**src/rtl/frame_mem_arbiter.sv**
```systemverilog
// frame_mem_arbiter: time-shares one single-port synchronous pixel RAM
// (1-cycle read latency) between the camera write FIFO and the VGA read FIFO.
// Transfers are fixed-length bursts, arbitrated in a one-cycle IDLE slot.
// An urgent read FIFO always wins. Otherwise, when both sides are eligible,
// the grant alternates between them. Each side keeps its own frame address
// counter. Frame-start pulses are held pending and are applied only in IDLE.
//
// Handshake: oWR_POP and oRD_PUSH are single-cycle strobes. Each one moves
// exactly one word in the cycle where it is high. There is no ready/stall
// inside a burst. Eligibility (enough words or space for a full burst) is
// checked once in IDLE, so a granted burst always runs to completion.
// oMEM_WDATA and oRD_DATA are zero whenever their strobe is low.
module frame_mem_arbiter #(
  parameter int ADDR_W      = 19,
  parameter int DATA_W      = 16,
  parameter int LVL_W       = 10,
  parameter int BURST_LEN   = 8,
  parameter int FRAME_WORDS = 307200,
  parameter int RD_URGENT   = 768
) (
  input  logic              iCLK,
  input  logic              iRST,
  input  logic [LVL_W-1:0]  iWR_LEVEL,
  input  logic [DATA_W-1:0] iWR_DATA,
  output logic              oWR_POP,
  input  logic              iWR_FRAME_START,
  input  logic [LVL_W-1:0]  iRD_SPACE,
  output logic              oRD_PUSH,
  output logic [DATA_W-1:0] oRD_DATA,
  input  logic              iRD_FRAME_START,
  output logic [ADDR_W-1:0] oMEM_ADDR,
  output logic              oMEM_WE,
  output logic [DATA_W-1:0] oMEM_WDATA,
  input  logic [DATA_W-1:0] iMEM_RDATA,
  output logic [1:0]        oGRANT,
  output logic [1:0]        oDBG_STATE
);

  typedef enum logic [1:0] {
    IDLE     = 2'd0,
    WR_BURST = 2'd1,
    RD_BURST = 2'd2,
    RD_DRAIN = 2'd3
  } state_t;

  localparam int                BEAT_W     = $clog2(BURST_LEN);
  localparam logic [BEAT_W-1:0] LAST_BEAT  = BEAT_W'(BURST_LEN - 1);
  localparam logic [LVL_W-1:0]  BURST_LVL  = LVL_W'(BURST_LEN);
  localparam logic [LVL_W-1:0]  URGENT_LVL = LVL_W'(RD_URGENT);
  localparam logic [ADDR_W-1:0] LAST_ADDR  = ADDR_W'(FRAME_WORDS - 1);

  state_t            state;
  logic [BEAT_W-1:0] beatCnt;
  logic [ADDR_W-1:0] wrAddr;
  logic [ADDR_W-1:0] rdAddr;
  logic              lastGrantRd;
  logic              wrPend;
  logic              rdPend;
  logic [ADDR_W-1:0] memAddr;
  logic              memWe;
  logic              wrPop;
  logic              rdPush;
  logic [1:0]        grant;

  // Frame address increment, wrapping at the end of the frame
  function automatic logic [ADDR_W-1:0] nextAddr(input logic [ADDR_W-1:0] a);
    return (a == LAST_ADDR) ? '0 : a + 1'b1;
  endfunction

  // IDLE-slot view: a pending or same-cycle frame start rewinds the base address
  logic              wrOk;
  logic              rdOk;
  logic              rdUrg;
  logic              pickRd;
  logic              pickWr;
  logic [ADDR_W-1:0] wrBase;
  logic [ADDR_W-1:0] rdBase;

  assign wrOk   = (iWR_LEVEL >= BURST_LVL);
  assign rdOk   = (iRD_SPACE >= BURST_LVL);
  assign rdUrg  = (iRD_SPACE >= URGENT_LVL);
  assign wrBase = (wrPend || iWR_FRAME_START) ? '0 : wrAddr;
  assign rdBase = (rdPend || iRD_FRAME_START) ? '0 : rdAddr;
  // Urgent read wins; if both are eligible, the side not served last time wins
  assign pickRd = rdUrg || (rdOk && (!wrOk || !lastGrantRd));
  assign pickWr = !rdUrg && wrOk && (!rdOk || lastGrantRd);

  // Burst sequencer: one state register, all control outputs registered
  always_ff @(posedge iCLK) begin
    if (iRST) begin
      state       <= IDLE;
      beatCnt     <= '0;
      wrAddr      <= '0;
      rdAddr      <= '0;
      lastGrantRd <= 1'b1;
      wrPend      <= 1'b0;
      rdPend      <= 1'b0;
      memAddr     <= '0;
      memWe       <= 1'b0;
      wrPop       <= 1'b0;
      rdPush      <= 1'b0;
      grant       <= 2'b00;
    end else begin
      if (iWR_FRAME_START) wrPend <= 1'b1;
      if (iRD_FRAME_START) rdPend <= 1'b1;
      rdPush <= 1'b0;
      case (state)
        IDLE: begin
          wrPend  <= 1'b0;
          rdPend  <= 1'b0;
          wrAddr  <= wrBase;
          rdAddr  <= rdBase;
          beatCnt <= '0;
          if (pickRd) begin
            state       <= RD_BURST;
            grant       <= 2'b10;
            memAddr     <= rdBase;
            rdAddr      <= nextAddr(rdBase);
            lastGrantRd <= 1'b1;
          end else if (pickWr) begin
            state       <= WR_BURST;
            grant       <= 2'b01;
            memAddr     <= wrBase;
            wrAddr      <= nextAddr(wrBase);
            memWe       <= 1'b1;
            wrPop       <= 1'b1;
            lastGrantRd <= 1'b0;
          end
        end
        WR_BURST: begin
          if (beatCnt == LAST_BEAT) begin
            state <= IDLE;
            grant <= 2'b00;
            memWe <= 1'b0;
            wrPop <= 1'b0;
          end else begin
            beatCnt <= beatCnt + 1'b1;
            memAddr <= wrAddr;
            wrAddr  <= nextAddr(wrAddr);
          end
        end
        RD_BURST: begin
          // The word addressed this cycle comes back next cycle
          rdPush <= 1'b1;
          if (beatCnt == LAST_BEAT) begin
            state <= RD_DRAIN;
          end else begin
            beatCnt <= beatCnt + 1'b1;
            memAddr <= rdAddr;
            rdAddr  <= nextAddr(rdAddr);
          end
        end
        RD_DRAIN: begin
          state <= IDLE;
          grant <= 2'b00;
        end
        default: state <= IDLE;
      endcase
    end
  end

  assign oWR_POP    = wrPop;
  assign oMEM_WE    = memWe;
  assign oMEM_ADDR  = memAddr;
  assign oMEM_WDATA = memWe ? iWR_DATA : '0;
  assign oRD_PUSH   = rdPush;
  assign oRD_DATA   = rdPush ? iMEM_RDATA : '0;
  assign oGRANT     = grant;
  assign oDBG_STATE = state;

endmodule

```
**config.mk**
```make
export PLATFORM = sky130hd
export DESIGN_NAME = frame_mem_arbiter
export DESIGN_NICKNAME = d
export VERILOG_FILES = /design/src/rtl/frame_mem_arbiter.sv
export SDC_FILE = /design/constraint.sdc
export NUM_CORES = 1
export LEC_CHECK = 0
export ABC_AREA = 1
export ABC_CLOCK_PERIOD_IN_PS = 4500
export CAP_MARGIN = 10
export CORE_UTILIZATION = 40
export DETAILED_ROUTE_END_ITERATION = 12
export GPL_TIMING_DRIVEN = 0
export REMOVE_ABC_BUFFERS = 1
export SLEW_MARGIN = 0
export SYNTH_ARGS = -nofsm -noshare
export SYNTH_HDL_FRONTEND = slang
export SYNTH_SLANG_ARGS = --single-unit
```
**constraint.sdc**
```tcl
create_clock -name iCLK -period 4.5 [get_ports iCLK]
set_input_delay 0.9 -clock iCLK [delete_from_list [all_inputs] [get_ports iCLK]]
set_output_delay 0.9 -clock iCLK [all_outputs]
set_load 0.01 [all_outputs]
```
# ---- After elaboration in Yosys (flattened, before gate mapping)
# Cells that the tools add are included.
dict set report totals {
  reg_bits 69
  in_bits 56
  output_inout_bits 58
}
dict set report classes {
  n_addsub 5
  order_cmp 3
  eq_ne 16
  mux 35
  n_reduce_logical 29
}
# operator n
set op_table {}
lappend op_table {{$mux W19} 15}
lappend op_table {{$add A19 B1 Y19 const B} 4}
lappend op_table {{$eq A19 B19 Y1 const B} 4}
lappend op_table {{$pmux W19 S2} 2}
lappend op_table {{$pmux W19 S3} 1}
lappend op_table {{$mux W16} 2}
lappend op_table {{$ge A10 B4 Y1 const B} 2}
lappend op_table {{$ne A2 B2 Y1 const B} 7}
lappend op_table {{$ge A10 B10 Y1 const B} 1}
lappend op_table {{$mux W2} 4}
lappend op_table {{$pmux W2 S4} 1}
lappend op_table {{$reduce_and A2 Y1} 4}
lappend op_table {{$reduce_and A4 Y1} 2}
lappend op_table {{$reduce_bool A2 Y1} 4}
lappend op_table {{$mux W1} 6}
lappend op_table {{$pmux W2 S3} 1}
lappend op_table {{$pmux W3 S2} 1}
lappend op_table {{$reduce_and A3 Y1} 2}
lappend op_table {{$reduce_bool A3 Y1} 2}
lappend op_table {{$logic_or A1 B1 Y1} 5}
lappend op_table {{$eq A2 B2 Y1 const B} 2}
lappend op_table {{$logic_not A1 Y1} 4}
lappend op_table {{$reduce_or A2 Y1} 2}
lappend op_table {{$add A3 B1 Y3 const B} 1}
lappend op_table {{other kinds (7)} 9}

# ---- Logic depth before layout (Yosys ltp)
dict set report depth {
  word_depth 7
  ltp_mapped 16
  depth_no_buf 15
}

# ---- Worst setup path before layout
# Ideal clock, no wire load.
dict set report synth_timing {
  kind {input port to flip-flop}
  from {input iRD_FRAME_START}
  to {register rdAddr[3]}
  setup_time_ps 109
  arrival_time_ps 2764
  required_ps 4391
  setup_slack_ps 1627
  stages 16
  path_cell_list {nor2_2 inv_1 buf_1 nor2_1 ha_1 nand4_1 nor2_1 nand2_1 nor2_2 nand2_1 nand2_1 nor2_1 nand3_1 nand3_1 nand2_1 inv_1}
}
dict set report synth_via {
  elab_chain_len 6
  word_cells_on_any_way 7
  classes_between {1 x add/sub; 1 x eq/ne; 4 x mux; 1 x reduce/logical}
}
# item line
set synth_rtl {}
lappend synth_rtl {{from (decl)} 30} ;# input logic iRD_FRAME_START,
lappend synth_rtl {{$logic_or A1 B1 Y1 *} 83} ;# assign rdBase = (rdPend || iRD_FRAME_START) ? '0 : rdAddr;
lappend synth_rtl {{$mux W19 *} 83}
lappend synth_rtl {{$add A19 B1 Y19 / $eq A19 B19 Y1 (equally long branches)} 67} ;# return (a == LAST_ADDR) ? '0 : a + 1'b1;
lappend synth_rtl {{$mux W19} 67}
lappend synth_rtl {{$mux W19 *} 114} ;# if (pickRd) begin
lappend synth_rtl {{$pmux W19 S2 *} 107} ;# case (state)
lappend synth_rtl {{to (signal assigned)} 112} ;# rdAddr <= rdBase;
lappend synth_rtl {{to (signal assigned)} 118} ;# rdAddr <= nextAddr(rdBase);
lappend synth_rtl {{to (signal assigned)} 150} ;# rdAddr <= nextAddr(rdAddr);
lappend synth_rtl {{to (decl)} 55} ;# logic [ADDR_W-1:0] rdAddr;
# Mark *: on every way between the ends. The rest lies on a longest branch, timed or not.
# A chain may end at the register's enable or synchronous reset.

# ---- Final worst setup path
dict set report layout_timing {
  from {input iRD_FRAME_START}
  to {register rdAddr[7]}
}
# Same word-level chain as after synthesis.

==> results.toml <==
[floorplan]
row_count = 45
initial_core_util_pct = 41.0
ios = 114
core_mm2 = 0.0152
die_x_um = 127
dieArea_mm2 = 0.0161
die_y_um = 127

[logic_synthesis]
yosys.area.top_type = "dfxtp_1"
synth_top_cell_area_share_pct = 22.1
avgSynthCellArea_um2 = 5.67
seq_area_frac_synth_pct = 22.1
synth_area_leaders = "dfxtp_1, nand2_1, inv_1"
ys_types = 43
synth_area_mm2 = 0.00624
synth-seq-cells = 69
yosysWarnings = 0
syn_inst = 1100

[flow_run]
max_cap_violations = 0

[sta]
hold_viol = 0
rsz0062_at_grt = "false"
final.min_clock_period_ns = 4.08
drv_slew = 0
worst_pin_slew_ns = 1.12
setup_violations = 0
fin_skew_ns = 0.00697
fmax_mhz = 245
min_period_over_period_pct = 90.7
relSlewSlack_pct = 25.1

[finish]
final_cell_count_no_fill = 1357
postLayoutCoreUtil_pct = 50.4
antenna_cells = 0
drive_gt1_share_pct = 5.82
nFillCells = 1608
seq_area_mm2 = 0.00138
nets = 1232
area_growth_pct = 22.9
multi_input_area_mm2 = 0.00398

[detailed_routing]
vias = 7310
drc = 0
vias_per_cell = 5.39
wl_mm = 21.9
wire_per_inst_um = 16.1
first_iter_violations = 713
first_pass_iters = 5
ant_nets = 0

[setup_path]
worst-path-max-fanout = 25
endpoint_kind = "register"
critPathSlowestCell = "nor2_4"
rrSetupSlack_ns = 0.42
r2r_end = "wrAddr[16]$_SDFFE_PP0P_"
worstPathArrival_ns = 4.31
rr_worst_depth = 9
worstSetupPathType = "in -> reg"
reg2reg_from = "oDBG_STATE[1]$_SDFFE_PP0P_"
slowest_delay_ns = 0.46
critPathBufInv = 2
crit_chain = "clkdlybuf4s50_1 > nor2_4 > inv_1 > nor2_1 > ha_1 > nand4_1 > nor2_1 > nand2_1 > nor2_2 > nand2_1 > nand2_1 > a21oi_1 > a21oi_1 > nor2_1"
start_kind = "input port"
required_ns = 4.73
crit_family = "simple AND/OR/NAND/NOR gates"

[cts]
numClockSinks = 69
cts_tree = "yes"
clk_transition_reported_paths_ns = 0.06
clkLatencyLatePin_ns = 0.34
postCtsHoldBufs = 0
cts-root-buf = "clkbuf_16"
cts_buffers = 9
htree_levels = 3
clockBufferDepth = 2

[placed_design]
hpwl_mm = 16.0
gp_congestion = 0.942
dp_cells = 1340
port_buffers = 107

[global_route]
grt_pass1_vias = 6385
overflow = 0
antenna_found_initial = 0
grt_max_degree = 39
grt_pass1_wl_mm = 35.0
grt_usage_pct = 27.6

[pwr]
powerDensity_mw_per_mm2 = 592
leakage_nw = 3.42
vdd_drop_max_v = 0.000376
power.total_mw = 4.54

[worst_hold_path]
min_path_cells = 1
hp-class = "reg -> reg"
hold_start = "beatCnt[0]$_SDFFE_PP0P_"
holdPathEnd = "beatCnt[0]$_SDFFE_PP0P_"

[status]
outcome = "complete, no violations"
synth_stat cells, drive strengths merged:
| library cell | count |
|---|---|
| nand2 | 272 |
| inv | 163 |
| nor2 | 151 |
| nand3 | 108 |
| o21ai | 90 |
| dfxtp | 69 |
| a21oi | 56 |
| buf | 29 |
| clkbuf | 28 |
| nor3 | 21 |
| o211ai | 19 |
| o22ai | 19 |
| nand4 | 18 |
| a31oi | 12 |
| ha | 12 |
| xor2 | 11 |
| clkinv | 5 |
| xnor2 | 4 |
| or2 | 3 |
| nand3b | 2 |
| nor4 | 2 |
| a211oi | 1 |
| a21boi | 1 |
| o21a | 1 |
| o21bai | 1 |
| o221ai | 1 |
| o31ai | 1 |
state kept, by name (all words and copies together), names as in the netlist:
name         count
oMEM_ADDR       19
rdAddr          19
wrAddr          19
beatCnt          3
oDBG_STATE       2
oGRANT           2
lastGrantRd      1
oRD_PUSH         1
oWR_POP          1
rdPend           1
wrPend           1
kinds of logic after synthesis:
group                      after synthesis  synth area share [%]
and+or+nand+nor                        577                  40.6
buffers and inverters                  225                  14.4
AOI/OAI and AO/OA                      202                  18.4
DFF                                     69                  22.1
xor gates and xnor gates                15                  2.11
adders and majority gates               12                  2.41
through the flow:
stage                     cell area, µm²  setup TNS (ns)  setup WS, ns  hold WS (ns)
after CTS                           7640               0         0.449         0.467
after floorplan                     5970               0          1.08         0.436
after global routing                7660               0         0.173         0.500
final                               7660               0         0.418         0.461
after global placement              7280           -5.20        -0.526         0.456
after detailed placement            7320           -2.89        -0.331         0.457
placed cells by master, fill, tap and decap left out, drive strengths merged, types with 2 or more instances in the layout:
cell type	instances
nand3	108
nor3	21
a21oi	56
o211ai	19
dfxtp	69
clkinv	6
nand4	18
a31oi	12
o22ai	19
nor2	151
clkdlybuf4s50	107
ha	12
xor2	11
buf	3
or2	3
clkbuf	13
nor4	2
o21ai	90
inv	163
nand2	272
nand3b	2
xnor2	4
what timing repair did:
action,4_1_cts,5_1_grt
endpoints found under the setup margin,2,0
setup buffers,0,0
gates resized for setup,1,0
hold endpoints to repair,0,0
how the worst max path moves through the flow:
| stage | startpoint | to | cells past startpoint |
|---|---|---|---|
| global placement | iRD_FRAME_START | rdAddr[3]$_SDFFE_PP0P_ | 16 |
| global route | oDBG_STATE[1]$_SDFFE_PP0P_ | wrAddr[16]$_SDFFE_PP0P_ | 9 |
| CTS | iRD_FRAME_START | rdAddr[3]$_SDFFE_PP0P_ | 16 |
| detailed placement | iRD_FRAME_START | rdAddr[3]$_SDFFE_PP0P_ | 16 |
| finish | iRD_FRAME_START | rdAddr[7]$_SDFFE_PP0P_ | 14 |
| floorplan | iRD_FRAME_START | rdAddr[3]$_SDFFE_PP0P_ | 15 |
layout make-up:
| type | count | area share (%) |
|---|---|---|
| sequential | 69 | 18.0 |
| timing repair buffer | 110 | 14.7 |
| inverter | 168 | 8.23 |
| multi-input combinational | 806 | 51.9 |
| clock buffer | 13 | 3.53 |
| clock inverter | 3 | 0.555 |
| tap | 188 | 3.07 |
power breakdown:
part | leakage, nW | switching [mW] | internal [mW]
sequential | 0.567 | 0.347 | 0.864
clock | 0.152 | 0.282 | 0.474
combinational | 2.70 | 1.68 | 0.894
worst register-to-register path, delay by kind of cell, from the launching register on:
kind / cells / cell delay (ns)
adders and majority gates: 1 / 0.58
DFF: 1 / 0.36
AOI/OAI and AO/OA: 2 / 0.37
and+or+nand+nor: 3 / 0.79
buffers and inverters: 3 / 1.88
routing by layer:
metal	share of wire (%)	vias to the layer above	global-route usage, %
li1	-	3672	-
met1	45	3301	38.7
met2	45	309	43.2
met3	8.0	28	4.47
met4	1.7	0	7.98
met5	0	-	0
Power figures use the tool's default switching activity.
